--- src/rtl/fsm_delay_pulse_gen.sv ---
// Multi-channel trigger-to-pulse generator: synchronised rising edge, programmable delay, then a programmable-width pulse.
// Optional feature macro: MISSED_TRIG_CNT_EN adds per-channel saturating counts of edges ignored while busy.
module fsm_delay_pulse_gen #(
    parameter int N_CH        = 4,
    parameter int CNT_W       = 32,
    parameter int SYNC_STAGES = 2
) (
    input  logic                    clock,
    input  logic                    reset_n,
    input  logic [N_CH-1:0]         trig_in,
    input  logic [N_CH-1:0]         enable,
    input  logic [N_CH*CNT_W-1:0]   delay_cfg,
    input  logic [N_CH*CNT_W-1:0]   width_cfg,
    output logic [N_CH-1:0]         pulse_out,
    output logic [N_CH-1:0]         busy,
    output logic [N_CH*CNT_W-1:0]   counter_out
`ifdef MISSED_TRIG_CNT_EN
    ,
    output logic [N_CH*CNT_W-1:0]   missed_cnt
`endif
);

    localparam logic [1:0] S_IDLE  = 2'd0;
    localparam logic [1:0] S_DELAY = 2'd1;
    localparam logic [1:0] S_PULSE = 2'd2;

    localparam logic [CNT_W-1:0] ONE = CNT_W'(1);

    for (genvar i = 0; i < N_CH; i++) begin : g_ch
        logic [SYNC_STAGES-1:0] sync_q;
        logic                   edge_det;
        logic [1:0]             state;
        logic [CNT_W-1:0]       cnt;
        logic [CNT_W-1:0]       d_lat;
        logic [CNT_W-1:0]       w_lat;
        logic                   pulse_r;
        logic                   busy_r;
        logic [CNT_W-1:0]       dcfg;
        logic [CNT_W-1:0]       wcfg;

        assign dcfg = delay_cfg[i*CNT_W +: CNT_W];
        assign wcfg = width_cfg[i*CNT_W +: CNT_W];

        always_ff @(posedge clock or negedge reset_n) begin
            if (!reset_n) begin
                sync_q <= '0;
            end else begin
                sync_q <= {sync_q[SYNC_STAGES-2:0], trig_in[i]};
            end
        end

        // Edge is flagged on the posedge that loads a 1 into the last flop over a 0,
        // so the state machine reacts on that same clock.
        assign edge_det = sync_q[SYNC_STAGES-2] & ~sync_q[SYNC_STAGES-1];

        always_ff @(posedge clock or negedge reset_n) begin
            if (!reset_n) begin
                state   <= S_IDLE;
                cnt     <= '0;
                d_lat   <= '0;
                w_lat   <= '0;
                pulse_r <= 1'b0;
                busy_r  <= 1'b0;
            end else if (!enable[i]) begin
                state   <= S_IDLE;
                cnt     <= '0;
                pulse_r <= 1'b0;
                busy_r  <= 1'b0;
            end else begin
                case (state)
                    S_IDLE: begin
                        if (edge_det) begin
                            d_lat <= dcfg;
                            w_lat <= wcfg;
                            cnt   <= '0;
                            if (dcfg != '0) begin
                                state  <= S_DELAY;
                                busy_r <= 1'b1;
                            end else if (wcfg != '0) begin
                                state   <= S_PULSE;
                                pulse_r <= 1'b1;
                                busy_r  <= 1'b1;
                            end
                        end
                    end
                    S_DELAY: begin
                        if (cnt == d_lat - ONE) begin
                            cnt <= '0;
                            if (w_lat != '0) begin
                                state   <= S_PULSE;
                                pulse_r <= 1'b1;
                            end else begin
                                state  <= S_IDLE;
                                busy_r <= 1'b0;
                            end
                        end else begin
                            cnt <= cnt + ONE;
                        end
                    end
                    S_PULSE: begin
                        if (cnt == w_lat - ONE) begin
                            state   <= S_IDLE;
                            cnt     <= '0;
                            pulse_r <= 1'b0;
                            busy_r  <= 1'b0;
                        end else begin
                            cnt <= cnt + ONE;
                        end
                    end
                    default: begin
                        state   <= S_IDLE;
                        cnt     <= '0;
                        pulse_r <= 1'b0;
                        busy_r  <= 1'b0;
                    end
                endcase
            end
        end

        assign pulse_out[i]                 = pulse_r;
        assign busy[i]                      = busy_r;
        assign counter_out[i*CNT_W +: CNT_W] = cnt;

`ifdef MISSED_TRIG_CNT_EN
        logic [CNT_W-1:0] missed;

        // Any edge arriving outside IDLE is dropped; count it, saturating.
        always_ff @(posedge clock or negedge reset_n) begin
            if (!reset_n) begin
                missed <= '0;
            end else if (edge_det && (state != S_IDLE) && (missed != '1)) begin
                missed <= missed + ONE;
            end
        end

        assign missed_cnt[i*CNT_W +: CNT_W] = missed;
`endif
    end

endmodule
--- config.mk ---
export PLATFORM = sky130hd
export DESIGN_NAME = fsm_delay_pulse_gen
export DESIGN_NICKNAME = d
export VERILOG_FILES = /design/src/rtl/fsm_delay_pulse_gen.sv
export SDC_FILE = /design/constraint.sdc
export NUM_CORES = 1
export LEC_CHECK = 0
export BUFFER_PORTS_ARGS = -buffer_cell sky130_fd_sc_hd__clkbuf_2
export CAP_MARGIN = 40
export CORE_AREA = 2 2 341 343
export CTS_CLUSTER_DIAMETER = 60
export DETAILED_ROUTE_END_ITERATION = 8
export DIE_AREA = 0 0 343 345
export PLACE_DENSITY_LB_ADDON = 0.25
export SLEW_MARGIN = 20
export SYNTH_ARGS = -nofsm -noshare
export SYNTH_HDL_FRONTEND = slang
export SYNTH_SLANG_ARGS = --single-unit
export TNS_END_PERCENT = 20
--- constraint.sdc ---
create_clock -name clock -period 4.77 [get_ports clock]
set_clock_uncertainty 0.2 [all_clocks]
set_input_delay 0.7155 -clock clock [delete_from_list [all_inputs] [get_ports clock]]
set_output_delay 0.7155 -clock clock [all_outputs]
set_load 0.02 [all_outputs]
---- Yosys cells after proc, flatten, opt, wreduce, memory -nomap -nowiden ----
Cells that the tools add are included.
storage, ports and cells
  output and inout port bits .............. 136
  register bits ........................... 408
  input bits .............................. 266
  word-level logic and storage cells ...... 236
operators by class
  bitwise gates (word level) .............. 8
  $add $sub $neg .......................... 12
  reductions and logical operators ........ 32
  mux-type cells .......................... 108
  equal/unequal tests ..................... 48
operator list
  cell                     number
  $mux W32                 16
  $pmux W32 S3             4
  $reduce_bool A32 Y1      12
  $eq A32 B32 Y1           8
  $sub A32 B1 Y32 const B  8
  $add A32 B1 Y32 const B  4
  $ne A3 B3 Y1 const B     28
  $mux W2                  28
  $mux W1                  48
  $pmux W1 S3              8
  $pmux W2 S3              4
  $reduce_and A6 Y1        4
  $reduce_and A5 Y1        4
  $ne A4 B4 Y1 const B     4
  $reduce_and A4 Y1        4
  $reduce_and A3 Y1        4
  $eq A2 B1 Y1 const B     4
  $eq A2 B2 Y1 const B     4
  $logic_not A2 Y1         4
  $and A1 B1 Y1            4
  $not A1 Y1               4

---- Longest topological paths before layout ----
Gate-level depths: netlist of the first run.
  depth after elaboration ................. 6
  depth in mapped cells ................... 15
  mapped depth without buffers ............ 12

---- Least setup slack after synthesis of the first run ----
Ideal clock, no wire load.
  path type ............................... register to register
  from .................................... reg g_ch[2].w_lat[3]
  to ...................................... reg g_ch[2].cnt[18]
  setup time .............................. 0.124 ns
  buffers on the path ..................... 3
  data arrival time ....................... 3.729 ns
  setup slack ............................. 0.717 ns
  data required time ...................... 4.446 ns
  period minus slack after synthesis ...... 4.053 ns
  stages on the path, launching flop included .. 14
  cell sequence ........................... dfrtp_1 clkbuf_1 nor4_1 nand3_1 nor4_1 mux2_2 a31oi_1 o2111ai_1 o311a_1 a21oi_2 buf_2 buf_2 nor3_1 a211o_1
between the ends
  cells in the longest elaborated chain, start to end .. 5
ends and longest elaborated chain
  item                      RTL line  RTL
  start: declaration        35        logic [CNT_W-1:0] w_lat;
  start signal: assignment  74        w_lat <= wcfg;
  $sub A32 B1 Y32           101       if (cnt == w_lat - ONE) begin
  $eq A32 B32 Y1            101
  $mux W32                  101
  $pmux W32 S3              70        case (state)
  $mux W32                  64        end else if (!enable[i]) begin
  end signal: assignment    97        cnt <= cnt + ONE;
  end signal: assignment    107       cnt <= cnt + ONE;
  end: declaration          33        logic [CNT_W-1:0] cnt;
No other way between the ends.
A chain may end at the register's enable or synchronous reset.

---- Final worst setup path of the first run ----
  from .................................... reg g_ch[0].w_lat[7]
  to ...................................... reg g_ch[0].pulse_r
between the ends
  cells in the longest elaborated chain, start to end .. 4
  elaborated cells between the ends (all ways) .. 6
  classes of those cells .................. add/sub (1); eq/ne (3); reduce/logical (2)
ends and longest elaborated chain
  item                                    RTL line  RTL
  start: declaration                      35
  start signal: assignment                74
  $sub A32 B1 Y32                         101
  $eq A32 B32 Y1                          101
  $ne A3 B3 Y1 (no source line)           --
  $reduce_and A6 Y1 (no source line) (*)  --
  end signal: assignment                  91        pulse_r <= 1'b1;
  end signal: assignment                  104       pulse_r <= 1'b0;
  end signal: assignment                  113       pulse_r <= 1'b0;
  end: declaration                        36        logic pulse_r;
Mark *: on every way between the ends. The rest lies on a longest branch, timed or not.

==> impl_metrics.ini, run 1 <==
[routing]
vias = 25773
drt_pass1_iterations = 5
avgViaCountPerCell = 5.15
avgRoutedWirePerCell_um = 19.8
ant_nets = 0
finalWirelength_mm = 99.1
drc_errors = 0
dr.first_iter.drc_count = 1528

[floorplanning]
ios = 402
row_count = 125
fp.dieW_um = 343
die_y_um = 345
initial_core_util = 0.247
fp.dieArea_um2 = 118000
core_area_um2 = 115000

[worst_setup_path]
crit-reg2reg-launch = g_ch[0].w_lat[7]$_DFFE_PN0P_
timing.rr.end = g_ch[0].pulse_r$_DFFE_PN0P_
endpoint_kind = flop
required_ps = 5120
start_kind = flop
critPathArrivalTime_ps = 4820
path_class = flop to flop
r2r_cells = 10
crit_fanout = 9
r2r_slack_ps = 310

[sta]
whs_ps = 122
max_freq_mhz = 224
rsz0062_at_grt = no
slew_headroom = 0.398
worst_pin_slew_ps = 894
fin_crit_ps = 4460
setup-tns-final_ps = 0
fin_crit_sh = 0.935
hold_viol = 0
slew_viol_final = 0
finalSetupViolations = 0

[hold_path]
hold_end = g_ch[2].d_lat[5]$_DFFE_PN0P_
min_path_type = input pin to flop
min_from = delay_cfg[69]
whs_path_depth = 2

[logic_synthesis]
yosysMostFrequentCell = dfrtp_1
synth_warnings = 0
avgSynthCellArea_um2 = 9.16
ys_seq_elements = 408
synth_cell_types = 88
yosys.area.top_type = dfrtp_1
ys_seq_area_frac = 0.359
synth_edf_count = 0
syn_area_um2 = 28400
ys_async_sr_fraction = 1.00
synthFlopType = dfrtp_1
synthTopCellsByArea = dfrtp_1 (36%), mux2_2 (11%), xnor2_1 (5.2%)
syn_inst = 3106
synth_top_area_share = 0.359
synth_nets = 3396
synthTopCellsByCount = dfrtp_1 (408), mux2_2 (273), clkbuf_1 (195)

[clocking]
htree_levels = 3
clock_path_buffers = 3
cts_tree = yes
clock-root-buffer = clkbuf_16
cts_sinks = 408
clock_latency_ps = 640
cts_buffers = 66
clkTransAtPathRegs_ps = 60

[cells_and_area]
num_antenna_cells = 0
final_core_util = 0.300
areaGrowthSynthToFinish_pct = 21.4
final_cells = 5002
nets = 3717
final_area_um2 = 34500
layout-drive-gt1-share = 0.264

[placed_design]
gp_congestion = 0.891
placed_area_um2 = 32200
numPlacedInstances = 4878
post-dp-hpwl_mm = 76.5
port-buffer-count = 401

[grt]
grt_usage = 0.163
grt_pass1_vias = 24878
grt_max_degree = 81
grt_pass1_wl_mm = 153
grt_overflow_total = 0
antenna_found_initial = 9

[power]
power_density_nw_per_um2 = 535
p_leak_nw = 14.2
ir_drop_v = 0.000248

[flow_run]
cap_violations = 0

[run_status]
outcome = complete, no violations
[worst max-delay path, cell delays in order (launching register included)]
cell	delay (ps)
dfrtp_1	450
or4_1	560
or4_1	700
or4_1	620
xnor2_1	160
o221ai_1	180
o211a_1	160
a41oi_1	160
or2_2	400
a2111oi_0	560
mux2i_1	240
[stage by stage]
step | power, mW | worst slack, ps
2_1_floorplan | 11.3 | 717
3_3_place_gp | 13.3 | 373
3_5_place_dp | 13.4 | 357
4_1_cts | 18.6 | 346
5_1_grt | 19.8 | 41.5
6_report | 18.5 | 308
[metal layers]
metal  up-vias  track usage  routed length [um]
met2       637        0.258               45500
met4        16       0.0499                2530
li1      12271            -                   -
met1     12691        0.222               45200
met3       158       0.0357                5780
met5         -            0                 107
[layout make-up]
class,count,area (um^2)
fill,12256,80600
multi-input combinational,2406,17100
sequential,408,10200
timing repair buffer,483,2760
tap,1524,1910
clock buffer,78,1770
clock inverter,41,524
inverter,62,233
[state kept, by name, summed over array words and instances (netlist names)]
| signal | count |
|---|---|
| g_ch.cnt | 128 |
| g_ch.d_lat | 128 |
| g_ch.w_lat | 128 |
| g_ch.state | 8 |
| g_ch.sync_q | 8 |
| g_ch.busy_r | 4 |
| g_ch.pulse_r | 4 |
[repair_timing]
item | 4_1_cts | 5_1_grt
resized for setup | 0 | 1
buffers inserted | 0 | 0
hold endpoints to repair | 78 | 0
endpoints found under the setup margin | 0 | 1
hold buffers | 5 | 0
[power breakdown]
part	total, mW	leakage, nW	switching (mW)	internal (mW)
Combinational	6.79	8.01	3.44	3.35
Sequential	6.62	5.12	1.98	4.65
Clock	5.05	1.11	1.96	3.09
[worst max path at each step]
stage	start	to	slack, ps
2_1_floorplan	g_ch[2].w_lat[3]$_DFFE_PN0P_	g_ch[2].cnt[18]$_DFFE_PN0N_	720
3_3_place_gp	g_ch[0].w_lat[7]$_DFFE_PN0P_	g_ch[0].pulse_r$_DFFE_PN0P_	370
3_5_place_dp	g_ch[0].w_lat[7]$_DFFE_PN0P_	g_ch[0].pulse_r$_DFFE_PN0P_	360
4_1_cts	g_ch[0].w_lat[7]$_DFFE_PN0P_	g_ch[0].pulse_r$_DFFE_PN0P_	350
5_1_grt	g_ch[3].d_lat[0]$_DFFE_PN0P_	g_ch[3].cnt[26]$_DFFE_PN0N_	40
6_report	g_ch[0].w_lat[7]$_DFFE_PN0P_	g_ch[0].pulse_r$_DFFE_PN0P_	310
[placed cells by master, fill, tap and decap left out, types with 12 or more instances in the layout]
cell and instances:
a2111oi_0 12, a211o_1 27, a211oi_1 19, a21o_1 54, a21oi_1 70, a31oi_1 40, and2_1 17, and3_1 57
and4_1 13, buf_4 66, clkbuf_16 67, clkbuf_2 400, dfrtp_1 408, ha_1 24, inv_1 62, mux2_2 273
mux2i_1 31, nand2_1 184, nand2b_1 39, nand3_1 104, nand3b_1 20, nand4_1 61, nand4b_1 13, nor2_1 162
nor2b_1 35, nor3_1 116, nor3b_1 39, nor4_1 176, nor4b_1 24, o211ai_1 20, o21a_1 12, o21ai_0 120
o31ai_1 33, or2_2 21, or3_1 59, or4_1 56, xnor2_1 168, xor2_1 124
[cell families (layout without fill, tap and decap cells)]
family | count (synthesis) | in the layout | synth area share
AND/OR/NAND/NOR | 1243 | 1243 | 0.247
flip-flops | 408 | 408 | 0.359
XOR/XNOR | 292 | 292 | 0.0899
adder cells (fa/ha/maj) | 24 | 24 | 0.0106
multiplexers | 305 | 305 | 0.120
AO/OA/AOI/OAI | 542 | 542 | 0.132
buffers and inverters | 292 | 664 | 0.0419
Power figures use the tool's default switching activity.
==> run 2, diff against run 1 <==
==> constraint.sdc (replaced) <==
create_clock -name clock -period 4.8 [get_ports clock]
set_clock_uncertainty 0.2 [all_clocks]
set_input_delay 0.72 -clock clock [delete_from_list [all_inputs] [get_ports clock]]
set_output_delay 0.72 -clock clock [all_outputs]
set_load 0.02 [all_outputs]
==> run 2 against run 1 <==
Net effect:
- critical path type unchanged
- sequential power is 0.8% lower
- via count up 0.21%
- final area about the same
- final cell count barely moved
- setup slack better by 30 ps
- highest routed layer unchanged
- sequential share of layout area is essentially flat
- clock-buffer cell count grew 15
- fmax about the same
- clock power increased by 2%
- largest cell class unchanged
- flip-flop and latch count is the same
- non-clock buffer count fell by 3
- combinational power about the same
==> impl_metrics.ini, run 2 (same netlist as run 1, synthesis figures left out) <==
[sta]
fin_crit_ps = 4460
slew_headroom = 0.433
finalSetupViolations = 0
whs_ps = 58.2
max_freq_mhz = 224
setup-tns-final_ps = 0
worst_pin_slew_ps = 843
hold_viol = 0
fin_crit_sh = 0.930
slew_viol_final = 0
rsz0062_at_grt = no

[floorplanning]
fp.dieW_um = 343
row_count = 125
initial_core_util = 0.247
ios = 402
fp.dieArea_um2 = 118000
die_y_um = 345
core_area_um2 = 115000

[routing]
drc_errors = 0
vias = 25827
ant_nets = 0
avgViaCountPerCell = 5.16
drt_pass1_iterations = 7
finalWirelength_mm = 99.3
avgRoutedWirePerCell_um = 19.8
dr.first_iter.drc_count = 1656

[grt]
antenna_found_initial = 9
grt_overflow_total = 0
grt_usage = 0.163
grt_pass1_vias = 24539
grt_pass1_wl_mm = 153
grt_max_degree = 78

[clocking]
htree_levels = 3
clock_path_buffers = 3
clock-root-buffer = clkbuf_16
clkTransAtPathRegs_ps = 50
cts_tree = yes
cts_sinks = 408
cts_buffers = 69
clock_latency_ps = 630

[worst_setup_path]
r2r_cells = 10
start_kind = flop
crit_slowest_cell = a2111oi_0
r2r_slack_ps = 340
crit-reg2reg-launch = g_ch[1].w_lat[20]$_DFFE_PN0P_
endpoint_kind = flop
crit_fanout = 54
cp_slowest_stage_delay_ps = 760
critPathTopFamily = simple AND/OR/NAND/NOR gates
timing.rr.end = g_ch[1].cnt[23]$_DFFE_PN0N_
worstSetupPathDepth = 10
critPathArrivalTime_ps = 4740
path_cells = nor4_1, or4b_1, or3b_2, a2111oi_0, o22ai_1, nor3b_1, a311o_2, nand2_4, a41oi_1, a31oi_1
path_buf_inv = 0
path_class = flop to flop
required_ps = 5080

[cells_and_area]
fill_cells = 12204
final_cell_mix = dfrtp_1 (408), clkbuf_2 (401), mux2_2 (273)
nets = 3717
regArea_um2 = 10200
areaGrowthSynthToFinish_pct = 21.5
final_common_cell = dfrtp_1
num_antenna_cells = 0
top_regs = g_ch.cnt x128, g_ch.d_lat x128, g_ch.w_lat x128
multi_input_area_um2 = 17100
layout-drive-gt1-share = 0.263
final_core_util = 0.300
final_cells = 5003

[power]
power_density_nw_per_um2 = 535
p_leak_nw = 14.3
ir_drop_v = 0.000269

[placed_design]
gp_congestion = 0.891
post-dp-hpwl_mm = 76.5
numPlacedInstances = 4875
port-buffer-count = 401

[hold_path]
hold_end = g_ch[3].sync_q[0]$_DFF_PN0_
min_path_type = input pin to flop
min_from = trig_in[3]
whs_path_depth = 1

[run_status]
outcome = complete, no violations

[flow_run]
cap_violations = 0
[run 2: changes by cell type in the layout (fill, tap and decap cells not counted), sizes merged]
cell,change
buf,-3
clkbuf,+16
clkinv,-9
clkinvlp,-4
dlygate4sd3,-1
inv,+2
[run 2: worst max path at each step]
stage	start	endpoint	slack, ps
final	g_ch[1].w_lat[20]$_DFFE_PN0P_	g_ch[1].cnt[23]$_DFFE_PN0N_	340
after global routing	g_ch[1].w_lat[20]$_DFFE_PN0P_	g_ch[1].cnt[13]$_DFFE_PN0N_	80
after CTS	g_ch[0].w_lat[0]$_DFFE_PN0P_	g_ch[0].pulse_r$_DFFE_PN0P_	260
after detailed placement	g_ch[0].w_lat[0]$_DFFE_PN0P_	g_ch[0].pulse_r$_DFFE_PN0P_	310
after global placement	g_ch[0].w_lat[7]$_DFFE_PN0P_	g_ch[0].pulse_r$_DFFE_PN0P_	390
after floorplan	g_ch[2].w_lat[3]$_DFFE_PN0P_	g_ch[2].cnt[18]$_DFFE_PN0N_	750
[run 2: per-stage QoR]
step                      setup WS [ps]  total power, mW  area, um^2
after floorplan                     747             11.2       28400
after global placement              393             13.2       32100
after detailed placement            314             13.3       32100
after CTS                           256             18.6       34500
after global routing               81.7             19.8       34600
final                               338             18.5       34600
[run 2: what timing repair did]
action | 4_1_cts | 5_1_grt
gates resized for setup | 0 | 3
buffers inserted | 0 | 0
endpoints found under the hold margin | 73 | 0
setup endpoints to repair | 0 | 2
hold buffers | 4 | 0
[run 2: area by class of cell]
type	count	share of cell area
repair buffers	480	0.0786
clock inverters	30	0.0117
clock buffers	93	0.0567
well taps	1524	0.0552
multi-input cells	2406	0.496
inverters	62	0.00673
flip-flops and latches	408	0.295
[run 2: per-layer routing]
metal	track usage	vias up	part of all wire
met4	0.0376	16	0.020
met1	0.225	12717	0.46
met2	0.259	659	0.46
li1	-	12296	-
met5	0	-	0.0010
met3	0.0353	139	0.059
[run 2: power breakdown]
part           total (mW)  internal (mW)  leakage, nW  switching (mW)
combinational        6.76           3.32         8.00            3.44
sequential           6.57           4.62         5.12            1.95
clock                5.15           3.27         1.15            1.89
total                18.5           11.2         14.3            7.28
==> run 3, diff against run 2 <==
--- a/config.mk
+++ b/config.mk
@@ -7,10 +7,10 @@
 export LEC_CHECK = 0
 export BUFFER_PORTS_ARGS = -buffer_cell sky130_fd_sc_hd__clkbuf_2
 export CAP_MARGIN = 40
-export CORE_AREA = 2 2 341 343
+export CORE_AREA = 2 2 223 225
 export CTS_CLUSTER_DIAMETER = 60
 export DETAILED_ROUTE_END_ITERATION = 8
-export DIE_AREA = 0 0 343 345
+export DIE_AREA = 0 0 225 227
 export PLACE_DENSITY_LB_ADDON = 0.25
 export SLEW_MARGIN = 20
 export SYNTH_ARGS = -nofsm -noshare
==> run 3 against run 2 <==
Net effect:
- fmax is 0.67% lower
- final cell count is 19% lower
- total power is 7.1% lower
- die area is 57% lower
- first-iteration DRC count is 69% higher
- via count is 2.3% higher
- non-clock buffer count is 25 lower
- largest power group unchanged
- core utilization is 37 points higher
- critical path depth stayed put
- critical path type unchanged
- register-to-register slack worse by 30 ps
- the run now ends with hold timing left
- wire length is 13% lower
==> impl_metrics.ini, run 3 (same netlist as run 1, synthesis figures left out) <==
[run_status]
outcome = finished, violations left
violations = hold timing

[cells_and_area]
areaGrowthSynthToFinish_pct = 14.3
nets = 3673
final_cell_mix = dfrtp_1 (408), clkbuf_2 (400), mux2_2 (273)
final_common_cell = dfrtp_1
final_cells = 4047
top_regs = g_ch.cnt x128, g_ch.d_lat x128, g_ch.w_lat x128
fill_cells = 3895
layout-drive-gt1-share = 0.252

[routing]
ant_nets = 0
avgViaCountPerCell = 6.53
dr.first_iter.drc_count = 2802
avgRoutedWirePerCell_um = 21.3
vias = 26433
drt_pass1_iterations = 6
finalWirelength_mm = 86.3
drc_errors = 0

[sta]
slew_viol_final = 0
slew_headroom = 0.415
hold_viol = 1
finalSetupViolations = 0
fin_crit_ps = 4490
setup-tns-final_ps = 0
worst_pin_slew_ps = 876
whs_ps = -0.228
max_freq_mhz = 223
setup_ws_ps = 308
rsz0062_at_grt = no
fin_crit_sh = 0.936

[power]
intPower_mw = 10.2
p_leak_nw = 13.8
comb_power_share = 0.395
power.share.sequential = 0.382
ir_drop_v = 0.000389
swShare = 0.406
total_power_mw = 17.2
power_frac_clock = 0.223
power_density_nw_per_um2 = 528
power.switching_mw = 6.97

[flow_run]
cap_violations = 0

[clocking]
clock_path_buffers = 3
clock-root-buffer = clkbuf_16
clkTransAtPathRegs_ps = 60
cts_sinks = 408
ctsHoldBuffers = 0
cts_buffers = 50
htree_levels = 2
clock_latency_ps = 600
cts_tree = yes

[worst_setup_path]
path_class = flop to flop
required_ps = 5100
endpoint_kind = flop
crit_fanout = 9
r2r_cells = 10
r2r_slack_ps = 310
crit-reg2reg-launch = g_ch[0].w_lat[7]$_DFFE_PN0P_
start_kind = flop
timing.rr.end = g_ch[0].pulse_r$_DFFE_PN0P_
critPathArrivalTime_ps = 4790

[placed_design]
gp_congestion = 0.933
post-dp-hpwl_mm = 64.9
port-buffer-count = 401
dp_slack_ps = 310
numPlacedInstances = 3951

[floorplanning]
core_area_um2 = 48500
fp.dieW_um = 225
die_y_um = 227
initial_core_util = 0.586
row_count = 81
fp.dieArea_um2 = 51100
ios = 402

[grt]
antenna_found_initial = 8
grt_max_degree = 108
grt_usage = 0.331
grt_pass1_wl_mm = 136
grt_pass1_vias = 25258
grt_overflow_total = 0

[hold_path]
min_path_type = input pin to asynchronous set/reset pin
## run 3: cell types whose count changed in the layout (fill, tap and decap cells not counted), moves of 4 or more
cell,before,now
clkbuf_16,72,53
clkinv_2,3,12
clkbuf_1,13,9
clkinv_4,5,0
bufinv_16,7,2
inv_6,9,3
dlygate4sd3_1,4,0
buf_4,63,42
## run 3: how the worst max path moves through the flow
stage                                              to                    startpoint  slack, ps
final                     g_ch[0].pulse_r$_DFFE_PN0P_  g_ch[0].w_lat[7]$_DFFE_PN0P_        310
after global routing      g_ch[0].pulse_r$_DFFE_PN0P_  g_ch[0].w_lat[6]$_DFFE_PN0P_         40
after CTS                 g_ch[1].cnt[13]$_DFFE_PN0N_  g_ch[1].d_lat[7]$_DFFE_PN0P_        290
after detailed placement  g_ch[1].cnt[13]$_DFFE_PN0N_  g_ch[1].d_lat[7]$_DFFE_PN0P_        310
after global placement    g_ch[3].cnt[18]$_DFFE_PN0N_  g_ch[3].d_lat[0]$_DFFE_PN0P_        450
after floorplan           g_ch[2].cnt[18]$_DFFE_PN0N_  g_ch[2].w_lat[3]$_DFFE_PN0P_        750
## run 3: power by group through the flow
stage / Combinational, mW / Clock (mW) / Sequential (mW)
final: 6.77 / 3.83 / 6.56
after global routing: 7.44 / 4.03 / 6.78
after CTS: 6.69 / 3.89 / 6.50
after detailed placement: 6.63 / 0 / 6.54
after global placement: 6.38 / 0 / 6.44
after floorplan: 5.50 / 0 / 5.73
## run 3: final cells by class
class	instances	area, um^2	area share
Antenna cell	3	7.51	0.000231
Clock buffer	72	1500	0.0460
Clock inverter	19	165	0.00508
Inverter	62	233	0.00715
Multi-Input combinational cell	2406	17100	0.526
Sequential cell	408	10200	0.314
Tap cell	622	778	0.0239
Timing Repair Buffer	455	2530	0.0779
## run 3: per-layer routing
metal	share of wire	up-vias	global-route usage
met5	0.00064	-	0
met4	0.041	8	0.138
met3	0.079	219	0.0578
met2	0.47	1146	0.538
met1	0.41	12886	0.438
li1	-	12174	-
## run 3: worst max-delay path, cell delays in order, from the launching register on
cell       delay, ps
dfrtp_1          460
or4_1            570
or4_1            670
or4_1            610
xnor2_1          160
o221ai_1         180
o211a_1          160
a41oi_1          170
or2_2            390
a2111oi_0        560
mux2i_1          270
## run 3: what timing repair did
item,CTS,global route
setup endpoints to repair,0,33
buffers inserted,0,0
resized for setup,0,2
## run 3: through the flow
step,area [um^2],utilization
final,32500,0.670
after floorplan,28400,-
after global placement,30800,0.634
after detailed placement,30800,0.635
after CTS,32500,0.669
after global routing,32500,0.670
